### src/rtl/lcd_ram_arb_pkg.sv
// Shared definitions for the LCD frame-RAM arbiter: default widths, owner and FSM state encodings.
// Latency: n/a (declarations only).
// Backpressure: n/a.
package lcd_ram_pkg;

  localparam int AW_DEF       = 13;
  localparam int DW_DEF       = 8;
  localparam int HOLD_MAX_DEF = 15;

  typedef enum logic [1:0] {
    OWN_R = 2'd0,
    OWN_W = 2'd1,
    OWN_H = 2'd2
  } owner_e;

  typedef enum logic [2:0] {
    IDLE  = 3'd0,
    WR    = 3'd1,
    RD    = 3'd2,
    RWAIT = 3'd3,
    ACK   = 3'd4
  } state_e;

endpackage

### src/rtl/lcd_ram_arb_if.sv
// Bundle of the three requester ports plus the frame-RAM port of the arbiter.
// Latency: n/a (wiring only).
// Backpressure: req held until one-cycle ack; RAM side has no backpressure.
// Modports: slave = arbiter side, master = requesters and RAM macro side.
interface lcd_ram_arb_if
  import lcd_ram_pkg::*;
#(
  parameter int AW = AW_DEF,
  parameter int DW = DW_DEF
);
  // panel refresh read
  logic          r_req;
  logic [AW-1:0] r_addr;
  logic          r_ack;
  logic [DW-1:0] r_rdata;
  // capture write
  logic          w_req;
  logic [AW-1:0] w_addr;
  logic [DW-1:0] w_wdata;
  logic          w_ack;
  logic          cap_en;
  // host access
  logic          h_req;
  logic          h_we;
  logic [AW-1:0] h_addr;
  logic [DW-1:0] h_wdata;
  logic          h_ack;
  logic [DW-1:0] h_rdata;
  // frame RAM
  logic          ram_cs;
  logic          ram_we;
  logic [AW-1:0] ram_addr;
  logic [DW-1:0] ram_wdata;
  logic [DW-1:0] ram_rdata;

  modport slave (
    input  r_req, r_addr, w_req, w_addr, w_wdata, cap_en,
           h_req, h_we, h_addr, h_wdata, ram_rdata,
    output r_ack, r_rdata, w_ack, h_ack, h_rdata,
           ram_cs, ram_we, ram_addr, ram_wdata
  );

  modport master (
    output r_req, r_addr, w_req, w_addr, w_wdata, cap_en,
           h_req, h_we, h_addr, h_wdata, ram_rdata,
    input  r_ack, r_rdata, w_ack, h_ack, h_rdata,
           ram_cs, ram_we, ram_addr, ram_wdata
  );

endinterface

### src/rtl/lcd_ram_arb.sv
// Single-port frame-RAM arbiter: refresh read (R) > capture write (W) > host (H), H promoted over W after HOLD_MAX waits.
// Latency: write ack 1 cycle after grant cycle; read ack 2+RD_LAT cycles after grant cycle.
// Backpressure: requesters hold req/addr/data until their one-cycle ack; losers simply stay pending.
// Ports: clk, rst (async, active high), bus (lcd_ram_arb_if.slave: R/W/H requester ports and RAM port).
module lcd_ram_arb
  import lcd_ram_pkg::*;
#(
  parameter int AW       = AW_DEF,
  parameter int DW       = DW_DEF,
  parameter int RD_LAT   = 1,
  parameter int HOLD_MAX = HOLD_MAX_DEF
)(
  input logic          clk,
  input logic          rst,
  lcd_ram_arb_if.slave bus
);

  localparam int HW = $clog2(HOLD_MAX + 1);

  state_e        state_q, state_d;
  owner_e        owner_q, owner_d;
  logic [AW-1:0] addr_q, addr_d;
  logic [DW-1:0] wdata_q, wdata_d;
  logic          wen_q, wen_d;       // write actually reaches the RAM (cleared for discarded captures)
  logic [1:0]    lat_q, lat_d;
  logic [HW-1:0] hwait_q, hwait_d;
  logic [DW-1:0] r_rdata_q, r_rdata_d;
  logic [DW-1:0] h_rdata_q, h_rdata_d;

  logic promote;
  logic h_grant;
  logic h_busy;

  // State and datapath registers
  always_ff @(posedge clk or posedge rst) begin
    if (rst) begin
      state_q   <= IDLE;
      owner_q   <= OWN_R;
      addr_q    <= '0;
      wdata_q   <= '0;
      wen_q     <= 1'b0;
      lat_q     <= '0;
      hwait_q   <= '0;
      r_rdata_q <= '0;
      h_rdata_q <= '0;
    end else begin
      state_q   <= state_d;
      owner_q   <= owner_d;
      addr_q    <= addr_d;
      wdata_q   <= wdata_d;
      wen_q     <= wen_d;
      lat_q     <= lat_d;
      hwait_q   <= hwait_d;
      r_rdata_q <= r_rdata_d;
      h_rdata_q <= h_rdata_d;
    end
  end

  assign promote = (hwait_q == HW'(HOLD_MAX));
  // While H's own access is in flight it is being served, so it must not accumulate wait credit.
  assign h_busy  = (state_q != IDLE) && (owner_q == OWN_H);

  // Next-state and grant logic
  always_comb begin
    state_d   = state_q;
    owner_d   = owner_q;
    addr_d    = addr_q;
    wdata_d   = wdata_q;
    wen_d     = wen_q;
    lat_d     = lat_q;
    r_rdata_d = r_rdata_q;
    h_rdata_d = h_rdata_q;
    h_grant   = 1'b0;

    case (state_q)
      IDLE: begin
        if (bus.r_req) begin
          owner_d = OWN_R;
          addr_d  = bus.r_addr;
          state_d = RD;
        end else if (bus.w_req && !(bus.h_req && promote)) begin
          owner_d = OWN_W;
          addr_d  = bus.w_addr;
          wdata_d = bus.w_wdata;
          wen_d   = bus.cap_en;
          state_d = WR;
        end else if (bus.h_req) begin
          h_grant = 1'b1;
          owner_d = OWN_H;
          addr_d  = bus.h_addr;
          wdata_d = bus.h_wdata;
          wen_d   = 1'b1;
          state_d = bus.h_we ? WR : RD;
        end
      end
      RD: begin
        lat_d   = 2'(RD_LAT - 1);
        state_d = RWAIT;
      end
      RWAIT: begin
        if (lat_q == 2'd0) begin
          if (owner_q == OWN_R) r_rdata_d = bus.ram_rdata;
          else                  h_rdata_d = bus.ram_rdata;
          state_d = ACK;
        end else begin
          lat_d = lat_q - 2'd1;
        end
      end
      WR:      state_d = IDLE;
      ACK:     state_d = IDLE;
      default: state_d = IDLE;
    endcase

    if (!bus.h_req || h_grant || h_busy) hwait_d = '0;
    else if (!promote)                   hwait_d = hwait_q + HW'(1);
    else                                 hwait_d = hwait_q;
  end

  // Outputs decoded from state and owner
  always_comb begin
    bus.ram_cs    = 1'b0;
    bus.ram_we    = 1'b0;
    bus.r_ack     = 1'b0;
    bus.w_ack     = 1'b0;
    bus.h_ack     = 1'b0;
    bus.ram_addr  = addr_q;
    bus.ram_wdata = wdata_q;
    bus.r_rdata   = r_rdata_q;
    bus.h_rdata   = h_rdata_q;
    case (state_q)
      WR: begin
        bus.ram_cs = wen_q;
        bus.ram_we = wen_q;
        bus.w_ack  = (owner_q == OWN_W);
        bus.h_ack  = (owner_q == OWN_H);
      end
      RD: bus.ram_cs = 1'b1;
      ACK: begin
        bus.r_ack = (owner_q == OWN_R);
        bus.h_ack = (owner_q == OWN_H);
      end
      default: ;
    endcase
  end

endmodule

### src/flat_wrapper.sv
// flat-port wrapper written by rule: the top's interface ports become plain ports
module lcd_ram_arb_flat import lcd_ram_pkg::*;
#(
  parameter int AW       = AW_DEF,
  parameter int DW       = DW_DEF,
  parameter int RD_LAT   = 1,
  parameter int HOLD_MAX = HOLD_MAX_DEF
)
  (clk, rst, bus_r_req, bus_r_addr, bus_w_req, bus_w_addr, bus_w_wdata, bus_cap_en, bus_h_req, bus_h_we, bus_h_addr, bus_h_wdata, bus_ram_rdata, bus_r_ack, bus_r_rdata, bus_w_ack, bus_h_ack, bus_h_rdata, bus_ram_cs, bus_ram_we, bus_ram_addr, bus_ram_wdata);
  lcd_ram_arb_if #(.AW(AW), .DW(DW)) bus_i ();
  input logic clk;
  input logic rst;
  input wire logic [$bits(bus_i.r_req)-1:0] bus_r_req;
  input wire logic [$bits(bus_i.r_addr)-1:0] bus_r_addr;
  input wire logic [$bits(bus_i.w_req)-1:0] bus_w_req;
  input wire logic [$bits(bus_i.w_addr)-1:0] bus_w_addr;
  input wire logic [$bits(bus_i.w_wdata)-1:0] bus_w_wdata;
  input wire logic [$bits(bus_i.cap_en)-1:0] bus_cap_en;
  input wire logic [$bits(bus_i.h_req)-1:0] bus_h_req;
  input wire logic [$bits(bus_i.h_we)-1:0] bus_h_we;
  input wire logic [$bits(bus_i.h_addr)-1:0] bus_h_addr;
  input wire logic [$bits(bus_i.h_wdata)-1:0] bus_h_wdata;
  input wire logic [$bits(bus_i.ram_rdata)-1:0] bus_ram_rdata;
  output wire logic [$bits(bus_i.r_ack)-1:0] bus_r_ack;
  output wire logic [$bits(bus_i.r_rdata)-1:0] bus_r_rdata;
  output wire logic [$bits(bus_i.w_ack)-1:0] bus_w_ack;
  output wire logic [$bits(bus_i.h_ack)-1:0] bus_h_ack;
  output wire logic [$bits(bus_i.h_rdata)-1:0] bus_h_rdata;
  output wire logic [$bits(bus_i.ram_cs)-1:0] bus_ram_cs;
  output wire logic [$bits(bus_i.ram_we)-1:0] bus_ram_we;
  output wire logic [$bits(bus_i.ram_addr)-1:0] bus_ram_addr;
  output wire logic [$bits(bus_i.ram_wdata)-1:0] bus_ram_wdata;
  assign bus_i.r_req = bus_r_req;
  assign bus_i.r_addr = bus_r_addr;
  assign bus_i.w_req = bus_w_req;
  assign bus_i.w_addr = bus_w_addr;
  assign bus_i.w_wdata = bus_w_wdata;
  assign bus_i.cap_en = bus_cap_en;
  assign bus_i.h_req = bus_h_req;
  assign bus_i.h_we = bus_h_we;
  assign bus_i.h_addr = bus_h_addr;
  assign bus_i.h_wdata = bus_h_wdata;
  assign bus_i.ram_rdata = bus_ram_rdata;
  assign bus_r_ack = bus_i.r_ack;
  assign bus_r_rdata = bus_i.r_rdata;
  assign bus_w_ack = bus_i.w_ack;
  assign bus_h_ack = bus_i.h_ack;
  assign bus_h_rdata = bus_i.h_rdata;
  assign bus_ram_cs = bus_i.ram_cs;
  assign bus_ram_we = bus_i.ram_we;
  assign bus_ram_addr = bus_i.ram_addr;
  assign bus_ram_wdata = bus_i.ram_wdata;
  lcd_ram_arb #(.AW(AW), .DW(DW), .RD_LAT(RD_LAT), .HOLD_MAX(HOLD_MAX)) u_core (.clk(clk), .rst(rst), .bus(bus_i));
endmodule
### config.mk
export PLATFORM = sky130hd
export DESIGN_NAME = lcd_ram_arb_flat
export DESIGN_NICKNAME = d
export VERILOG_FILES = /design/src/rtl/lcd_ram_arb_pkg.sv /design/src/rtl/lcd_ram_arb_if.sv /design/src/rtl/lcd_ram_arb.sv /design/src/flat_wrapper.sv
export SDC_FILE = /design/constraint.sdc
export NUM_CORES = 1
export LEC_CHECK = 0
export CORE_ASPECT_RATIO = 1.1
export CORE_MARGIN = 8
export CORE_UTILIZATION = 44
export DETAILED_ROUTE_END_ITERATION = 12
export HOLD_SLACK_MARGIN = 0.03
export PLACE_DENSITY_LB_ADDON = 0.2
export SLEW_MARGIN = 15
export SYNTH_ARGS = -nofsm -noshare
export SYNTH_HDL_FRONTEND = slang
export SYNTH_SLANG_ARGS = --single-unit
export TNS_END_PERCENT = 10
### constraint.sdc
create_clock -name clk -period 3.9 [get_ports clk]
set_input_delay 0.39 -clock clk [delete_from_list [all_inputs] [get_ports clk]]
set_output_delay 0.39 -clock clk [all_outputs]
set_load 0.005 [all_outputs]
# == Yosys cells after proc, flatten, opt, wreduce, memory -nomap -nowiden ==
# Index checks and enable logic that the tools add are counted.
# totals
ff_bits,49
input_bits,70
word_cells,74
# op_classes
bitwise,2
n_eq_ne,11
add_sub_neg,2
n_mux,29
n_reduce_logical,21
# op_table
operator,count
$mux W13,3
$mux W8,2
$mux W3,4
$mux W1,10
$mux W2,5
$pmux W3 S3,1
$reduce_and A3 Y1,3
$mux W4,2
$eq A3 B2 Y1 const B,2
$reduce_and A2 Y1,3
$reduce_bool A3 Y1,2
$add A4 B1 Y4 const B,1
$eq A4 B4 Y1 const B,1
$logic_not A2 Y1,2
$ne A2 B2 Y1 const B,2
$ne A4 B3 Y1 const B,1
$pmux W2 S2,1
$reduce_bool A2 Y1,2
$eq A3 B1 Y1 const B,1
$eq A3 B3 Y1 const B,1
$logic_and A1 B1 Y1,3
$logic_not A3 Y1,1
$eq A2 B1 Y1 const B,1
$eq A2 B2 Y1 const B,1
other kinds (7),10

# == Depth between registers and ports, before layout ==
# logic_depth
depth_word,10
ltp_mapped,7
ltp_nobuf,6

# == Worst setup path after synthesis ==
# OpenSTA, ideal clock, no wires.
# synth_timing
kind,register to register
startpoint,reg u_core.hwait_q[0]
endpoint,"reg u_core.addr_q[0], in the netlist u_core.bus.ram_addr[0]"
arrival_time_ns,1.539
setup_slack_ns,2.233
path_stages_with_launch,8
path_buffers,2
path_cell_list,dfrtp_1 ha_1 nand4_1 and2_1 clkbuf_1 buf_2 a221oi_1 o2bb2ai_1
# synth_via
elab_chain_len,6
word_cells_on_any_way,8
cone_classes,1 x eq/ne; 2 x mux; 5 x reduce/logical
# synth_lines
element,line_no,source
start: declaration,lcd_ram_arb.sv:26,"logic [HW-1:0] hwait_q, hwait_d;"
start signal: assignment,lcd_ram_arb.sv:53,hwait_q <= hwait_d;
$eq A4 B4 Y1 *,lcd_ram_arb.sv:59,assign promote = (hwait_q == HW'(HOLD_MAX));
$logic_and A1 B1 Y1 *,lcd_ram_arb.sv:81,end else if (bus.w_req && !(bus.h_req && promote)) begin
$logic_not A1 Y1 *,lcd_ram_arb.sv:81,
$logic_and A1 B1 Y1 *,lcd_ram_arb.sv:81,
$reduce_bool A3 Y1 (no line) or $mux W13 (tied branches),-,
$reduce_and A2 Y1 (no line) or $mux W13 (tied branches),-,
end signal: assignment,lcd_ram_arb.sv:49,addr_q <= addr_d;
end: declaration,lcd_ram_arb.sv:22,"logic [AW-1:0] addr_q, addr_d;"
# Every way passes the cells marked *; elsewhere a longest branch is shown, timed or not.
# A chain may end at the register's enable or synchronous reset.

# == Final worst setup path ==
# layout_timing
startpoint,reg u_core.state_q[0]
endpoint,out bus_w_ack
# layout_via
elab_chain_len,2
# layout_lines
element,line_no,source
start: declaration,lcd_ram_arb.sv:20,"state_e state_q, state_d;"
start signal: assignment,lcd_ram_arb.sv:47,state_q <= state_d;
$eq A3 B1 Y1,lcd_ram_arb.sv:130,case (state_q)
$mux W1,lcd_ram_arb.sv:130,
end: declaration,flat_wrapper.sv:26,output wire logic [$bits(bus_i.w_ack)-1:0] bus_w_ack;
# No other way between the ends.

==> results by group <==
Finish
  – Layout cell share with drive strength beyond 1: about a tenth
  – Antenna cell count: 0
  – Final nets: 406
  – Layout area overhead: 52.2%
  – Fillers: approximately 460
  – Register Area: between 1000 and 1500 sq um
  – Multi-input gate area: 1090 sq um

Timing
  – RSZ-0062 raised after global routing: no
  – Fmax: approximately 430 MHz
  – Clk_skew: approximately 0.0035 ns
  – Final setup viols: 0
  – Tmin final: roughly 2.3 ns
  – Setup TNS: 0 ns
  – Hold Violations, Final: 0
  – Max-Slew Margin vs Limit: 44.0%
  – Final period utilization: 59.7%
  – Slew Viols, Final: 0
  – Slew @ Worst Pin: 0.839 ns

Pwr
  – P_leak: roughly 1.5 nW
  – Net Sw Frac: between 30% and 40%
  – Pwr dens: about 660 nW/um^2
  – Power Total: 0.00240 W
  – Sw power: 0.000766 W
  – Clk pwr share: 15.8%
  – P_int: 0.00164 W
  – Seq pwr share: 38.0%
  – Comb pwr share: 46.2%
  – VDD IR-drop max: roughly 0.00034 V

Global routing
  – Initial antenna violation count: 0
  – Gr usage total: between 10% and 20%
  – Vias in the first global route: about 2200
  – Largest net degree at the start of global routing: 50
  – First-pass GRT wire length: 10.7 mm
  – Total grt overflow: 0

Placed design
  – Gpl congestion: approximately 0.79
  – Final HPWL from detailed placement: 5.01 mm
  – Port-buffer cells: 111

Setup path
  – Critical Path RT: between 3 and 4 ns
  – Worst Path Arrival: 1.94 ns
  – Nature of the critical path endpoint: primary output
  – Setup Crit Path Kind: reg2out
  – Startpoint Class: register
  – Critical path fanouts, max: 12

Route
  – DR iter-0 viols: 139
  – Wire per inst: 15.8 um
  – Router iterations before antenna repair: 4
  – # DRC: 0
  – Detailed Route WL: 6.47 mm
  – Vias: 2107
  – Post-DR vias/cell: 5.14
  – Final ANT Viol Nets: 0

Synthesis
  – Synth top area cells: dfrtp_1, mux2_2, nand2_1
  – Area leader, netlist: dfrtp_1
  – Gate Count Post-Synth: 227
  – Syn_area_per_cell: 10.6 sq um
  – Yosys top cell area share: 50.9%
  – Sequential area share after synthesis: 50.9%
  – FFs w/ async S/R, synth: 100%
  – Yosys reg bits: 49
  – Top FF cell, synth: dfrtp_1
  – Distinct cells, synth: 44
  – Post-Syn Area: around 2400 sq um
  – Warnings, synthesis: 0
  – Number of flops mapped to enable cells by yosys: 0
  – Syn nets: 299

Floorplan
  – Die Wd: 86.5 um
  – Die area: 8100 sq um
  – Core Rows: 28
  – Die H: between 90 and 100 um
  – Core Box Area: 5330 sq um
  – IO Count: 112
  – Initial Utilization: between 40% and 50%

Run status
  – Status: finished clean

Clock tree
  – TritonCTS Buffers: 5
  – Clock root buffer: clkbuf_8
  – H-tree levels: 2
  – Postcts setup bufs: 0
  – CTS tree: done
  – CTS resizes: 0
  – Sink Count: 49
  – Skew-Pair Late Insertion Delay: 0.30 ns
  – Hold-fix buffers at CTS: 0
  – Clock buffer depth: 2
  – Clk slew on worst S/H paths: 0.09 ns

Hold path
  – Hold Crit Class: reg2reg

Run
  – MaxCap Viol Count: 0
==> power by group through the flow <==
stage          clock (W)  combinational, W  sequential (W)
2_1_floorplan          0          0.000558        0.000893
3_3_place_gp           0           0.00111        0.000908
3_5_place_dp           0           0.00113        0.000924
4_1_cts         0.000393           0.00113        0.000914
5_1_grt         0.000411           0.00122        0.000946
6_report        0.000381           0.00111        0.000913
==> layout make-up <==
type	count	area share, %
inverters	3	0.341
well taps	75	2.56
clock inverters	2	1.02
clock buffers	6	2.25
multi-input cells	163	29.8
flip-flops and latches	49	33.5
repair buffers	112	30.5
==> cells in the mapped netlist, types with 4 or more instances <==
cell type,count
nor2b_1,7
mux2_2,16
buf_2,4
dfrtp_1,49
o2bb2ai_1,7
a31oi_1,9
o21ai_0,12
and3_1,8
nor2_1,24
a221oi_1,7
mux2i_1,7
nand2_1,24
clkbuf_1,4
a21oi_1,8
==> state kept, by name (all words and copies together), names as in the netlist <==
signal	count
u_core.bus.h_rdata	8
u_core.bus.r_rdata	8
u_core.bus.ram_addr	13
u_core.bus.ram_wdata	8
u_core.hwait_q	4
u_core.lat_q	2
u_core.owner_q	2
u_core.state_q	3
u_core.wen_q	1
==> cell usage in the layout (no fill, tap or decap), types with 3 or more instances in the layout <==
cell type          n
o2bb2ai_1          7
mux2_2            16
nand2_1           24
clkbuf_8           6
mux2i_1            7
nor2_1            24
a21oi_1            8
and3_1             8
a31oi_1            9
dfrtp_1           49
clkdlybuf4s50_1  111
nor2b_1            7
o21ai_0           12
nand3b_1           3
a221oi_1           7
==> worst paths after layout <==
check / endpoint / cells after the start / slack (ns) / from
worst max register to register: u_core.bus.ram_addr[6] / 5 / 1.71 / u_core.hwait_q[0]
worst min register to register: u_core.lat_q[1] / 2 / 0.50 / u_core.lat_q[1]
worst min-delay path: u_core.lat_q[1] / 2 / 0.50 / u_core.lat_q[1]
min in group asynchronous: u_core.bus.ram_wdata[3] / 2 / 0.56 / rst
max in group asynchronous: u_core.hwait_q[1] / 2 / 2.86 / rst
worst max-delay path: bus_w_ack / 3 / 1.57 / u_core.state_q[0]
==> cells by family (layout without fill, tap and decap cells) <==
group                    Yosys count  count (layout)  synth area share (%)
AND/OR/NAND/NOR                   89              89                  20.0
flip-flops                        49              49                  50.9
AO/OA/AOI/OAI                     47              47                  13.3
multiplexers                      23              23                  10.4
buffers and inverters             15             123                  3.64
adder cells (fa/ha/maj)            2               2                  1.04
XOR/XNOR                           2               2                 0.728
==> stage by stage <==
stage          area, sq um  hold slack, ns  worst slack (ns)  instances  util (%)
3_3_place_gp          3540           0.465              1.58        402      66.5
5_1_grt               3660           0.516              1.40        410      68.8
4_1_cts               3660           0.503              1.56        410      68.8
3_5_place_dp          3540           0.485              1.50        402      66.5
6_report              3660           0.503              1.57        410      68.8
2_1_floorplan         2410           0.449              2.23        227         -
==> per-layer routing <==
layer / routed length [um] / global-route usage [%] / share of wire, % / vias to the layer above
met1: 2750 / 19.6 / 43 / 997
met3: 553 / 6.58 / 8.5 / 4
met2: 3110 / 27.2 / 48 / 85
met4: 48 / 3.88 / 0.74 / 0
met5: 0 / 0 / 0 / -
li1: - / - / - / 1021
==> worst max-delay path, cell delays in order (launching register included) <==
cell and delay [ns]:
dfrtp_1 0.61, nand2b_1 0.13, nor4b_1 0.31, clkdlybuf4s50_1 0.59
Power figures use the tool's default switching activity.
